<file path="config.mk">
export PLATFORM = sky130hd
export DESIGN_NAME = gpio_pio_v2
export DESIGN_NICKNAME = d
export VERILOG_FILES = /design/src/rtl/gpio_pio_v2_pkg.sv /design/src/rtl/gpio_sync_edge.sv /design/src/rtl/gpio_pio_v2.sv
export SDC_FILE = /design/constraint.sdc
export NUM_CORES = 1
export LEC_CHECK = 0
export CAP_MARGIN = 20
export CELL_PAD_IN_SITES_DETAIL_PLACEMENT = 0
export CELL_PAD_IN_SITES_GLOBAL_PLACEMENT = 1
export CORE_MARGIN = 2
export CORE_UTILIZATION = 30
export CTS_BUF_LIST = sky130_fd_sc_hd__clkbuf_4
export CTS_CLUSTER_DIAMETER = 100
export DETAILED_ROUTE_END_ITERATION = 10
export PLACE_DENSITY = 0.56
export SLEW_MARGIN = 20
export SYNTH_ARGS = -nofsm -noshare
export SYNTH_HDL_FRONTEND = slang
export SYNTH_SLANG_ARGS = --single-unit
</file>
<file path="constraint.sdc">
create_clock -name clk_clk -period 3.08 [get_ports clk_clk]
set_input_delay 0.616 -clock clk_clk [delete_from_list [all_inputs] [get_ports clk_clk]]
set_output_delay 0.616 -clock clk_clk [all_outputs]
set_load 0.1 [all_outputs]
</file>
<file path="src/rtl/gpio_pio_v2_pkg.sv">
// Shared constants for the GPIO PIO: register word addresses and edge-type encodings.
package gpio_pio_v2_pkg;

  typedef enum logic [2:0] {
    ADDR_DATA     = 3'd0,
    ADDR_DIR      = 3'd1,
    ADDR_IRQMASK  = 3'd2,
    ADDR_EDGECAP  = 3'd3,
    ADDR_OUTSET   = 3'd4,
    ADDR_OUTCLR   = 3'd5,
    ADDR_BLINKEN  = 3'd6,
    ADDR_BLINKDIV = 3'd7
  } reg_addr_e;

  typedef enum int {
    EDGE_RISE = 0,
    EDGE_FALL = 1,
    EDGE_ANY  = 2
  } edge_type_e;

endpackage

</file>
<file path="src/rtl/gpio_sync_edge.sv">
// Per-bit input synchroniser with a history flop and a single-cycle edge pulse.
module gpio_sync_edge
  import gpio_pio_v2_pkg::*;
#(
  parameter int unsigned WIDTH       = 8,
  parameter int unsigned SYNC_STAGES = 2,
  parameter int          EDGE_TYPE   = EDGE_RISE
) (
  input  logic             clk_i,
  input  logic             rst_ni,
  input  logic [WIDTH-1:0] pin_i,
  output logic [WIDTH-1:0] sync_val,
  output logic [WIDTH-1:0] edge_pulse
);

  logic [SYNC_STAGES-1:0][WIDTH-1:0] sync_q;
  logic [WIDTH-1:0]                  prev_q;

  always_ff @(posedge clk_i or negedge rst_ni) begin
    if (!rst_ni) begin
      sync_q <= '0;
      prev_q <= '0;
    end else begin
      sync_q <= {sync_q[SYNC_STAGES-2:0], pin_i};
      prev_q <= sync_val;
    end
  end

  assign sync_val = sync_q[SYNC_STAGES-1];

  always_comb begin
    case (EDGE_TYPE)
      EDGE_FALL: edge_pulse = ~sync_val & prev_q;
      EDGE_ANY:  edge_pulse = sync_val ^ prev_q;
      default:   edge_pulse = sync_val & ~prev_q;
    endcase
  end

endmodule

</file>
<file path="src/rtl/gpio_pio_v2.sv">
// Memory-mapped GPIO port: direction, atomic set/clear, edge capture with IRQ, and blink prescaler.
module gpio_pio_v2
  import gpio_pio_v2_pkg::*;
#(
  parameter int unsigned      WIDTH           = 8,
  parameter logic [WIDTH-1:0] OUT_RESET       = '0,
  parameter logic [WIDTH-1:0] DIR_RESET       = '1,
  parameter int               EDGE_TYPE       = EDGE_RISE,
  parameter int unsigned      SYNC_STAGES     = 2,
  parameter logic [31:0]      BLINK_DIV_RESET = 32'd25_000_000
) (
  input  logic             clk_clk,
  input  logic             reset_reset_n,
  input  logic [2:0]       s1_address,
  input  logic             s1_chipselect,
  input  logic             s1_write_n,
  input  logic [31:0]      s1_writedata,
  output logic [31:0]      s1_readdata,
  input  logic [WIDTH-1:0] pio_in,
  output logic [WIDTH-1:0] pio_out,
  output logic [WIDTH-1:0] pio_oe,
  output logic             irq
);

  logic [WIDTH-1:0] out_q, out_d, dir_q, dir_d, mask_q, mask_d;
  logic [WIDTH-1:0] cap_q, cap_d, blinken_q, blinken_d, cap_clr;
  logic [31:0]      div_q, div_d, cnt_q, cnt_d, rdata_q, rdata_d;
  logic             phase_q, phase_d, irq_q, irq_d;
  logic             wr_en, rd_en;
  logic [WIDTH-1:0] wd, sync_val, edge_pulse, data_rd;

  function automatic logic [31:0] zext(input logic [WIDTH-1:0] v);
    logic [31:0] r;
    r = '0;
    r[WIDTH-1:0] = v;
    return r;
  endfunction

  gpio_sync_edge #(
    .WIDTH      (WIDTH),
    .SYNC_STAGES(SYNC_STAGES),
    .EDGE_TYPE  (EDGE_TYPE)
  ) u_sync (
    .clk_i     (clk_clk),
    .rst_ni    (reset_reset_n),
    .pin_i     (pio_in),
    .sync_val  (sync_val),
    .edge_pulse(edge_pulse)
  );

  assign wr_en   = s1_chipselect & ~s1_write_n;
  assign rd_en   = s1_chipselect & s1_write_n;
  assign wd      = s1_writedata[WIDTH-1:0];
  assign data_rd = (out_q & dir_q) | (sync_val & ~dir_q);

  always_comb begin
    out_d     = out_q;
    dir_d     = dir_q;
    mask_d    = mask_q;
    blinken_d = blinken_q;
    div_d     = div_q;
    cap_clr   = '0;
    if (wr_en) begin
      case (s1_address)
        ADDR_DATA:     out_d     = wd;
        ADDR_DIR:      dir_d     = wd;
        ADDR_IRQMASK:  mask_d    = wd;
        ADDR_EDGECAP:  cap_clr   = wd;
        ADDR_OUTSET:   out_d     = out_q | wd;
        ADDR_OUTCLR:   out_d     = out_q & ~wd;
        ADDR_BLINKEN:  blinken_d = wd;
        ADDR_BLINKDIV: div_d     = s1_writedata;
        default:       ;
      endcase
    end
    // Set is ORed in after the clear so a coincident edge wins.
    cap_d = (cap_q & ~cap_clr) | (edge_pulse & ~dir_q);
    irq_d = |(cap_q & mask_q);
  end

  always_comb begin
    cnt_d   = cnt_q;
    phase_d = phase_q;
    if (wr_en && (s1_address == ADDR_BLINKDIV)) begin
      cnt_d   = s1_writedata;
      phase_d = 1'b1;
    end else if (div_q == '0) begin
      cnt_d   = '0;
      phase_d = 1'b1;
    end else if (cnt_q == '0) begin
      cnt_d   = div_q;
      phase_d = ~phase_q;
    end else begin
      cnt_d = cnt_q - 32'd1;
    end
  end

  always_comb begin
    rdata_d = rdata_q;
    if (rd_en) begin
      case (s1_address)
        ADDR_DATA:     rdata_d = zext(data_rd);
        ADDR_DIR:      rdata_d = zext(dir_q);
        ADDR_IRQMASK:  rdata_d = zext(mask_q);
        ADDR_EDGECAP:  rdata_d = zext(cap_q);
        ADDR_BLINKEN:  rdata_d = zext(blinken_q);
        ADDR_BLINKDIV: rdata_d = div_q;
        default:       rdata_d = '0;
      endcase
    end
  end

  always_ff @(posedge clk_clk or negedge reset_reset_n) begin
    if (!reset_reset_n) begin
      out_q     <= OUT_RESET;
      dir_q     <= DIR_RESET;
      mask_q    <= '0;
      cap_q     <= '0;
      blinken_q <= '0;
      div_q     <= BLINK_DIV_RESET;
      cnt_q     <= BLINK_DIV_RESET;
      phase_q   <= 1'b1;
      irq_q     <= 1'b0;
      rdata_q   <= '0;
    end else begin
      out_q     <= out_d;
      dir_q     <= dir_d;
      mask_q    <= mask_d;
      cap_q     <= cap_d;
      blinken_q <= blinken_d;
      div_q     <= div_d;
      cnt_q     <= cnt_d;
      phase_q   <= phase_d;
      irq_q     <= irq_d;
      rdata_q   <= rdata_d;
    end
  end

  assign pio_out     = out_q & (~blinken_q | {WIDTH{phase_q}});
  assign pio_oe      = dir_q;
  assign irq         = irq_q;
  assign s1_readdata = rdata_q;

endmodule

</file>
==> results of run 1 <==
metal layers:
metal | vias to the layer above | share of wire [%]
met1 | 2886 | 44
met2 | 120 | 52
li1 | 2777 | -
met3 | 15 | 3.2
met4 | 0 | 0.99
met5 | - | 0
worst register-to-register path, cell delays in order, from the launching register on:
cell and delay (ns):
dfrtp_1 0.46, or4_1 0.56, or4_1 0.73, nor4_1 0.51
xor2_1 0.14, a221o_1 0.32
power by group:
group | total, mW | leakage (nW) | switching [mW] | internal (mW)
registers | 3.16 | 1.94 | 0.516 | 2.64
logic | 2.10 | 2.03 | 1.33 | 0.778
clock network | 1.39 | 0.164 | 0.870 | 0.522
total | 6.65 | 4.14 | 2.71 | 3.94
cells by family (layout without fill, tap and decap cells):
family / Yosys count / count (layout) / synth area share [%]
AOI/OAI and AO/OA: 142 / 142 / 12.7
muxes: 42 / 42 / 6.45
and+or+nand+nor: 315 / 315 / 20.1
buffers and inverters: 46 / 161 / 2.86
DFF: 162 / 162 / 55.4
xor gates and xnor gates: 18 / 18 / 2.13
adders and majority gates: 2 / 2 / 0.338
layout make-up:
class / count / share of cell area, %
clock inverters: 14 / 1.87
inverters: 4 / 0.167
clock buffers: 18 / 1.50
flip-flops and latches: 162 / 45.6
well taps: 324 / 4.51
multi-input cells: 519 / 34.4
repair buffers: 125 / 12.0
per-stage QoR:
stage | cells | instance area (um2)
after CTS | 1166 | 8990
after detailed placement | 1134 | 8690
final | 1166 | 8990
after global placement | 1134 | 8680
after floorplan | 727 | 7390
after global routing | 1166 | 8990
synthesized netlist by cell type (5+ instances only):
library cell  number  area (um2)
mux2i_1           15         150
o21ai_0           35         175
buf_6              5        56.3
nor4_1            22         138
xor2_1            13         114
a21o_1             7        52.6
nand2b_1          11        68.8
clkbuf_1          31         116
and3_1             8        50.1
buf_1              5        18.8
nand3_1           29         145
nand2_1          172         646
o2bb2ai_1          8        70.1
a21boi_0           9        67.6
nor3_1            22         110
dfrtp_1          129        3230
a221o_1            7        70.1
dfstp_2           33         867
o21ai_1           35         175
o31a_1             6        52.6
xnor2_1            5        43.8
or4_1              6        45.0
nor2_1            19        71.3
mux2_2            25         282
a21oi_1            9        45.0
final timing paths:
check	slack, ns	cells past startpoint	endpoint	from
setup / recovery	0.27	5	cnt_q[23]$_DFF_PN0_	cnt_q[2]$_DFF_PN0_
hold / removal	0.07	1	div_q[17]$_DFFE_PN0P_	reset_reset_n
setup reg to reg	0.27	5	cnt_q[23]$_DFF_PN0_	cnt_q[2]$_DFF_PN0_
hold reg to reg	0.37	0	u_sync.sync_val[2]$_DFF_PN0_	u_sync.sync_q[2]$_DFF_PN0_
max in group asynchronous	2.18	2	pio_oe[7]$_DFFE_PN1P_	reset_reset_n
min in group clk_clk	0.37	0	u_sync.sync_val[2]$_DFF_PN0_	u_sync.sync_q[2]$_DFF_PN0_
state kept, by name (all words and copies together) (netlist names):
register         flops
s1_readdata         32
phase_q              1
u_sync.prev_q        8
div_q               32
u_sync.sync_q        8
out_q                8
blinken_q            8
pio_oe               8
cnt_q               32
mask_q               8
cap_q                8
u_sync.sync_val      8
irq                  1
==> flow_summary.json, run 1 <==
{
  "ys_ff_latch": 162,
  "synthArstFlopShare_pct": 100,
  "pre_cts_slack_ns": 0.299,
  "crit_family": "simple AND/OR/NAND/NOR gates",
  "multiInputGateArea_um2": 3090,
  "setup_viol": 0,
  "cp-start-kind": "flop",
  "post-cts-setup-buffer-count": 0,
  "grt_max_degree": 74,
  "cts_buffers": 17,
  "synth-edff-count": 0,
  "worstPathRequired_ns": 3.53,
  "die_w_um": 161,
  "tightest_slew_ns": 0.721,
  "crit_type": "flop to flop",
  "path_buf_inv": 0,
  "initial_core_util_pct": 30.5,
  "grt_pass1_vias": 6269,
  "portBuffers": 95,
  "syn_area_um2": 7390,
  "fin_crit_ns": 2.81,
  "post-route-util_pct": 37.1,
  "core-area_um2": 24200,
  "mostFrequentLayoutCell": "nand2_1",
  "critPathMostFrequentCell": "or4_1",
  "critPathMaxFanout": 12,
  "setup_slack_ns": 0.265,
  "finalCritPeriodShare_pct": 91.4,
  "area_growth_pct": 21.6,
  "worstSkewPairLatency_ns": 0.56,
  "skew_ns": 0.0227,
  "min_path_type": "primary input to asynchronous set/reset pin",
  "crit_path_max_incr_delay_ns": 0.73,
  "syn_nets": 776,
  "hold_buffers": 0,
  "cts_root_buf": "clkbuf_4",
  "power_mw": 6.65,
  "status": "complete, no violations",
  "syn-instance-count": 727,
  "path_cells": "or4_1 > or4_1 > nor4_1 > xor2_1 > a221o_1",
  "finalSetupTns_ns": 0,
  "drive_gt1_share_pct": 21.6,
  "cts_buffer_depth": 2,
  "clk_pin_slew_ns": 0.15,
  "via_per_inst": 4.97,
  "route.detailed.drc": 0,
  "grt_overflow": 0,
  "holdWs_ns": 0.0717,
  "grtUsageMet3_pct": 2.98,
  "vias": 5798,
  "rsz0062_at_grt": "false",
  "diodes": 0,
  "hold_viol": 0,
  "cts_tree": "done",
  "vdd_ir_drop_max_v": 0.000372,
  "p_leak_nw": 4.14,
  "fillers": 2500,
  "cap_violations": 0,
  "slowest_stage": "or4_1",
  "synth_top_flop_cell": "dfrtp_1",
  "final_max_slew_viol_count": 0,
  "met2_usage_pct": 32.2,
  "gp_congestion": 0.833,
  "cts_resized": 0,
  "antenna_left": 0,
  "antenna_found_initial": 0,
  "rows": 57,
  "fin_nets": 878,
  "synth-seq-area-share_pct": 55.4,
  "die_h_um": 161,
  "synth_cell_types": 56,
  "grt.met1_usage_pct": 23.3,
  "cts.htree.levels": 4,
  "dp_hpwl_um": 16200,
  "grt_pass1_wl_um": 36400,
  "io_pins": 96,
  "fmax_mhz": 355,
  "syn_area_per_cell_um2": 10.2,
  "routed_wl_um": 22700,
  "avgRoutedWirePerCell_um": 19.5,
  "drt_iter0_drc": 371,
  "final_cell_mix": "nand2_1 (172), dfrtp_1 (129), buf_4 (77)",
  "ys_warn_count": 0,
  "die-area_um2": 25900,
  "critical_path_arrival_ns": 3.26,
  "track_usage_pct": 18.1,
  "dr.pass1.iters": 5,
  "clock-sinks": 162,
  "regArea_um2": 4100,
  "top_usage_layer": "met2",
  "max-slew-margin-rel_pct": 51.8,
  "endpoint_kind": "flop",
  "power_density_nw_per_um2": 740
}
Power figures use the tool's default switching activity.
==> run 2: changes to the inputs <==
--- a/config.mk
+++ b/config.mk
@@ -9,11 +9,11 @@
 export CELL_PAD_IN_SITES_DETAIL_PLACEMENT = 0
 export CELL_PAD_IN_SITES_GLOBAL_PLACEMENT = 1
 export CORE_MARGIN = 2
-export CORE_UTILIZATION = 30
+export CORE_UTILIZATION = 34
 export CTS_BUF_LIST = sky130_fd_sc_hd__clkbuf_4
 export CTS_CLUSTER_DIAMETER = 100
 export DETAILED_ROUTE_END_ITERATION = 10
-export PLACE_DENSITY = 0.56
+export PLACE_DENSITY = 0.62
 export SLEW_MARGIN = 20
 export SYNTH_ARGS = -nofsm -noshare
 export SYNTH_HDL_FRONTEND = slang
==> run 2 against run 1 <==
  * Die area decreased by 11%
  * Sequential power about the same
  * Critical path type unchanged
  * Global-route usage increased by 2.1 points
  * Largest power group unchanged
  * Critical endpoint is now cnt_q[1]$_DFF_PN0_
  * Highest routed layer unchanged
  * Power decreased by 2.1%
  * Sequential share of layout area increased by 0.44 points
  * Utilization increased by 5.0 points
==> flow_summary.json, run 2 (same netlist as run 1, synthesis figures left out) <==
{
  "grt_max_degree": 77,
  "grt_pass1_vias": 6141,
  "vias": 5911,
  "power_mw": 6.51,
  "critPathMaxFanout": 28,
  "setup_viol": 0,
  "cp-start-kind": "flop",
  "hold_buffers": 0,
  "dr.pass1.iters": 5,
  "max-slew-margin-rel_pct": 36.7,
  "rr_startpoint": "cnt_q[15]$_DFF_PN0_",
  "rows": 53,
  "skew_ns": 0.0244,
  "finalSetupTns_ns": 0,
  "internal_power_mw": 3.85,
  "die_h_um": 151,
  "worstSkewPairLatency_ns": 0.57,
  "finalCritPeriodShare_pct": 91.4,
  "fmax_mhz": 355,
  "dp_hpwl_um": 15700,
  "avgRoutedWirePerCell_um": 19.6,
  "routed_wl_um": 21900,
  "timing.rr.end": "cnt_q[1]$_DFF_PN0_",
  "cts_tree": "done",
  "antenna_left": 0,
  "switching_share_pct": 40.9,
  "die-area_um2": 22900,
  "pwr-share-comb_pct": 32.3,
  "portBuffers": 95,
  "gp_congestion": 0.831,
  "cts_root_buf": "clkbuf_4",
  "antenna_found_initial": 1,
  "worstPathRequired_ns": 3.55,
  "pre_cts_slack_ns": 0.315,
  "crit_type": "flop to flop",
  "final_cell_mix": "nand2_1 (172), dfrtp_1 (129), buf_4 (76)",
  "fin_crit_ns": 2.82,
  "track_usage_pct": 20.2,
  "drt_iter0_drc": 401,
  "power_density_nw_per_um2": 731,
  "setup_slack_ns": 0.264,
  "io_pins": 96,
  "status": "complete, no violations",
  "tightest_slew_ns": 0.942,
  "reg2regPathDepth": 5,
  "route.detailed.drc": 0,
  "rsz0062_at_grt": "false",
  "endpoint_kind": "flop",
  "cap_violations": 0,
  "drive_gt1_share_pct": 21.5,
  "core-area_um2": 21200,
  "power.switching_mw": 2.66,
  "initial_core_util_pct": 34.9,
  "vdd_ir_drop_max_v": 0.000415,
  "fin_nets": 878,
  "pwr-share-seq_pct": 48.6,
  "critical_path_arrival_ns": 3.29,
  "cts_buffer_depth": 2,
  "clock-sinks": 162,
  "crit_start": "cnt_q[15]$_DFF_PN0_",
  "area_growth_pct": 20.4,
  "fillers": 2110,
  "via_per_inst": 5.28,
  "cts_resized": 0,
  "hold_viol": 0,
  "post-cts-setup-buffer-count": 0,
  "cts.htree.levels": 4,
  "clock_power_share_pct": 19.1,
  "grt_pass1_wl_um": 34800,
  "final_max_slew_viol_count": 0,
  "cts_buffers": 17,
  "clk_pin_slew_ns": 0.15,
  "min_path_type": "primary input to asynchronous set/reset pin",
  "p_leak_nw": 4.11,
  "cp-endpoint": "cnt_q[1]$_DFF_PN0_",
  "mostFrequentLayoutCell": "nand2_1",
  "r2r_slack_ns": 0.26,
  "grt_overflow": 0,
  "die_w_um": 151
}
## run 2: through the flow
stage	std cells	cell area [um2]	utilization [%]	hold slack, ns
2_1_floorplan	727	7390	-	0.320
3_3_place_gp	1085	8630	40.8	0.333
5_1_grt	1119	8900	42.1	0.0541
3_5_place_dp	1085	8630	40.8	0.339
6_report	1119	8900	42.1	0.0520
4_1_cts	1117	8900	42.1	0.0549
## run 2: layer usage
layer  vias up  share of wire, %  GRT usage (%)
li1       2789                 -              -
met1      2933                43           26.2
met2       156                50           34.3
met3        33               3.7           3.41
met4         0               2.4           7.15
met5         -                 0              0
## run 2: layout make-up
cell class	count	area (um2)	share of cell area, %
multi-input cells	519	3090	34.7
diodes	2	5.00	0.0562
inverters	4	15.0	0.169
repair buffers	125	1090	12.3
well taps	275	344	3.86
flip-flops and latches	162	4100	46.0
clock buffers	19	143	1.60
clock inverters	13	124	1.39
## run 2: power groups by stage
| stage | Sequential, mW | Clock [mW] | Combinational (mW) |
|---|---|---|---|
| floorplan | 3.40 | 0 | 1.22 |
| global placement | 3.19 | 0 | 2.08 |
| detailed placement | 3.20 | 0 | 2.10 |
| CTS | 3.16 | 1.30 | 2.11 |
| global route | 3.23 | 1.40 | 2.28 |
| finish | 3.16 | 1.25 | 2.10 |
## run 2: critical path, cell delays in order (launching register included)
cell and delay [ns]:
dfrtp_1 0.45, or4_4 0.56, or4_4 0.62, or3_4 0.61
and2_4 0.24, o31ai_2 0.21
## run 2: worst min-delay path by stage
| stage | from | endpoint | slack, ns | cells past startpoint |
|---|---|---|---|---|
| finish | reset_reset_n | div_q[17]$_DFFE_PN0P_ | 0.05 | 1 |
| CTS | reset_reset_n | div_q[17]$_DFFE_PN0P_ | 0.05 | 1 |
| floorplan | reset_reset_n | blinken_q[0]$_DFFE_PN0P_ | 0.32 | 0 |
| global route | reset_reset_n | div_q[15]$_DFFE_PN0P_ | 0.05 | 1 |
| detailed placement | u_sync.sync_q[6]$_DFF_PN0_ | u_sync.sync_val[6]$_DFF_PN0_ | 0.34 | 0 |
| global placement | u_sync.sync_q[5]$_DFF_PN0_ | u_sync.sync_val[5]$_DFF_PN0_ | 0.33 | 0 |
==> run 3: changes to the inputs <==
--- a/config.mk
+++ b/config.mk
@@ -9,11 +9,11 @@
 export CELL_PAD_IN_SITES_DETAIL_PLACEMENT = 0
 export CELL_PAD_IN_SITES_GLOBAL_PLACEMENT = 1
 export CORE_MARGIN = 2
-export CORE_UTILIZATION = 34
+export CORE_UTILIZATION = 25
 export CTS_BUF_LIST = sky130_fd_sc_hd__clkbuf_4
 export CTS_CLUSTER_DIAMETER = 100
 export DETAILED_ROUTE_END_ITERATION = 10
-export PLACE_DENSITY = 0.62
+export PLACE_DENSITY = 0.48
 export SLEW_MARGIN = 20
 export SYNTH_ARGS = -nofsm -noshare
 export SYNTH_HDL_FRONTEND = slang
==> run 3 against run 2 <==
  * First-iteration DRC count down 6.0%
  * Non-clock buffer count up 8
  * Clock skew up 0.0018 ns
  * Clock power about the same
  * Setup slack better by 0.015 ns
  * Hold slack better by 0.32 ns
  * Highest routed layer unchanged
  * Cell area up 2.1%
  * Register-to-register slack better by 0.02 ns
  * Critical path depth unchanged
  * Power up 0.79%
  * Global-route usage down 4.5 points
==> flow_summary.json, run 3 (same netlist as run 1, synthesis figures left out) <==
{
  "p_leak_nw": 4.16,
  "initial_core_util_pct": 25.5,
  "wl_met3_um": 917,
  "die_h_um": 176,
  "drive_gt1_share_pct": 22.0,
  "reg2regPathDepth": 5,
  "die_w_um": 176,
  "cap_violations": 0,
  "hold_viol": 0,
  "mostFrequentLayoutCell": "nand2_1",
  "final_cell_mix": "nand2_1 (172), dfrtp_1 (129), buf_4 (84)",
  "track_usage_pct": 15.7,
  "vias": 5871,
  "finalCritPeriodShare_pct": 90.9,
  "io_pins": 96,
  "die-area_um2": 31000,
  "drt_iter0_drc": 377,
  "worstSkewPairLatency_ns": 0.57,
  "crit_path_max_incr_delay_ns": 0.63,
  "cts_tree": "done",
  "finalSetupTns_ns": 0,
  "fin_crit_ns": 2.80,
  "tightest_slew_ns": 0.934,
  "setup_viol": 0,
  "critPathMaxFanout": 28,
  "antenna_left": 0,
  "endpoint_kind": "flop",
  "post-route-util_pct": 31.4,
  "grt_pass1_vias": 6217,
  "grt_max_degree": 59,
  "power_density_nw_per_um2": 722,
  "antenna_found_initial": 1,
  "grt_pass1_wl_um": 36900,
  "vdd_ir_drop_max_v": 0.000543,
  "status": "complete, no violations",
  "min_path_type": "flop to flop",
  "max-slew-margin-rel_pct": 37.2,
  "dr.pass1.iters": 4,
  "cts_resized": 0,
  "route.detailed.drc": 0,
  "core-area_um2": 28900,
  "crit_family": "simple AND/OR/NAND/NOR gates",
  "path_buf_inv": 0,
  "rsz0062_at_grt": "false",
  "r2r_slack_ns": 0.28,
  "rr_startpoint": "cnt_q[15]$_DFF_PN0_",
  "rows": 62,
  "cp-start-kind": "flop",
  "cts_root_buf": "clkbuf_4",
  "clock-sinks": 162,
  "critical_path_arrival_ns": 3.27,
  "portBuffers": 95,
  "pre_cts_slack_ns": 0.331,
  "fin_nets": 886,
  "path_cells": "or4_4 > or4_4 > or3_4 > and2_4 > o31ai_2",
  "skew_ns": 0.0261,
  "timing.rr.end": "cnt_q[1]$_DFF_PN0_",
  "crit_type": "flop to flop",
  "power_mw": 6.56,
  "worstPathRequired_ns": 3.55,
  "routed_wl_um": 23500,
  "via_per_inst": 4.75,
  "dp_hpwl_um": 17200,
  "critPathMostFrequentCell": "or4_4",
  "fmax_mhz": 357,
  "hold_end": "u_sync.sync_val[2]$_DFF_PN0_",
  "highest_layer": "met4",
  "wl_met1_um": 10400,
  "setup_slack_ns": 0.279,
  "slowest_stage": "or3_4",
  "avgRoutedWirePerCell_um": 19.1,
  "worstHoldStart": "u_sync.sync_q[2]$_DFF_PN0_",
  "clk_pin_slew_ns": 0.17,
  "cts_buffer_depth": 2,
  "hold_depth": 0,
  "area_growth_pct": 23.0,
  "gp_congestion": 0.823,
  "cts_buffers": 17,
  "cts.htree.levels": 4,
  "wl_met2_um": 11500,
  "final_max_slew_viol_count": 0,
  "grt_overflow": 0
}
==> run 3: changes by cell type in the layout (fill, tap and decap cells not counted), moves of 2 or more <==
cell | previous run | this run
buf_4 | 76 | 84
clkbuf_4 | 19 | 17
inv_8 | 0 | 5
clkinvlp_4 | 6 | 2
==> run 3: per-stage QoR <==
step | instances | area [um2] | hold WS (ns)
finish | 1235 | 9090 | 0.370
global route | 1235 | 9090 | 0.375
CTS | 1234 | 9090 | 0.374
detailed placement | 1201 | 8810 | 0.335
global placement | 1201 | 8810 | 0.334
floorplan | 727 | 7390 | 0.320
==> run 3: power breakdown <==
group | total (mW) | switching [mW] | internal (mW)
logic | 2.16 | 1.36 | 0.798
clock network | 1.26 | 0.901 | 0.362
registers | 3.13 | 0.495 | 2.64
==> run 3: worst max-delay path by stage <==
stage	depth (start not counted)	to	startpoint	slack, ns
floorplan	2	pio_out[0]	phase_q$_DFFE_PN1P_	-0.33
global placement	5	cnt_q[1]$_DFF_PN0_	cnt_q[14]$_DFF_PN1_	0.35
detailed placement	5	cnt_q[1]$_DFF_PN0_	cnt_q[15]$_DFF_PN0_	0.33
CTS	5	cnt_q[1]$_DFF_PN0_	cnt_q[15]$_DFF_PN0_	0.26
global route	5	cnt_q[29]$_DFF_PN0_	cnt_q[15]$_DFF_PN0_	0.19
finish	5	cnt_q[1]$_DFF_PN0_	cnt_q[15]$_DFF_PN0_	0.28
==> run 3: what timing repair did <==
action / in CTS / in global routing
hold buffers: 1 / 0
setup buffers: 0 / 0
hold endpoints to repair: 1 / 0
==> run 3: final cells by class <==
type / instances / area, um2
repair buffers: 133 / 1140
clock inverters: 15 / 140
diodes: 1 / 2.50
well taps: 384 / 480
inverters: 4 / 15.0
multi-input cells: 519 / 3090
flip-flops and latches: 162 / 4100
clock buffers: 17 / 128
fillers: 3036 / 19800
==> run 3: routing by layer <==
metal / vias to the layer above / track usage [%]
met4: 0 / 5.65
met1: 2910 / 20.1
met2: 132 / 26.5
met3: 31 / 3.17
met5: - / 0
li1: 2798 / -
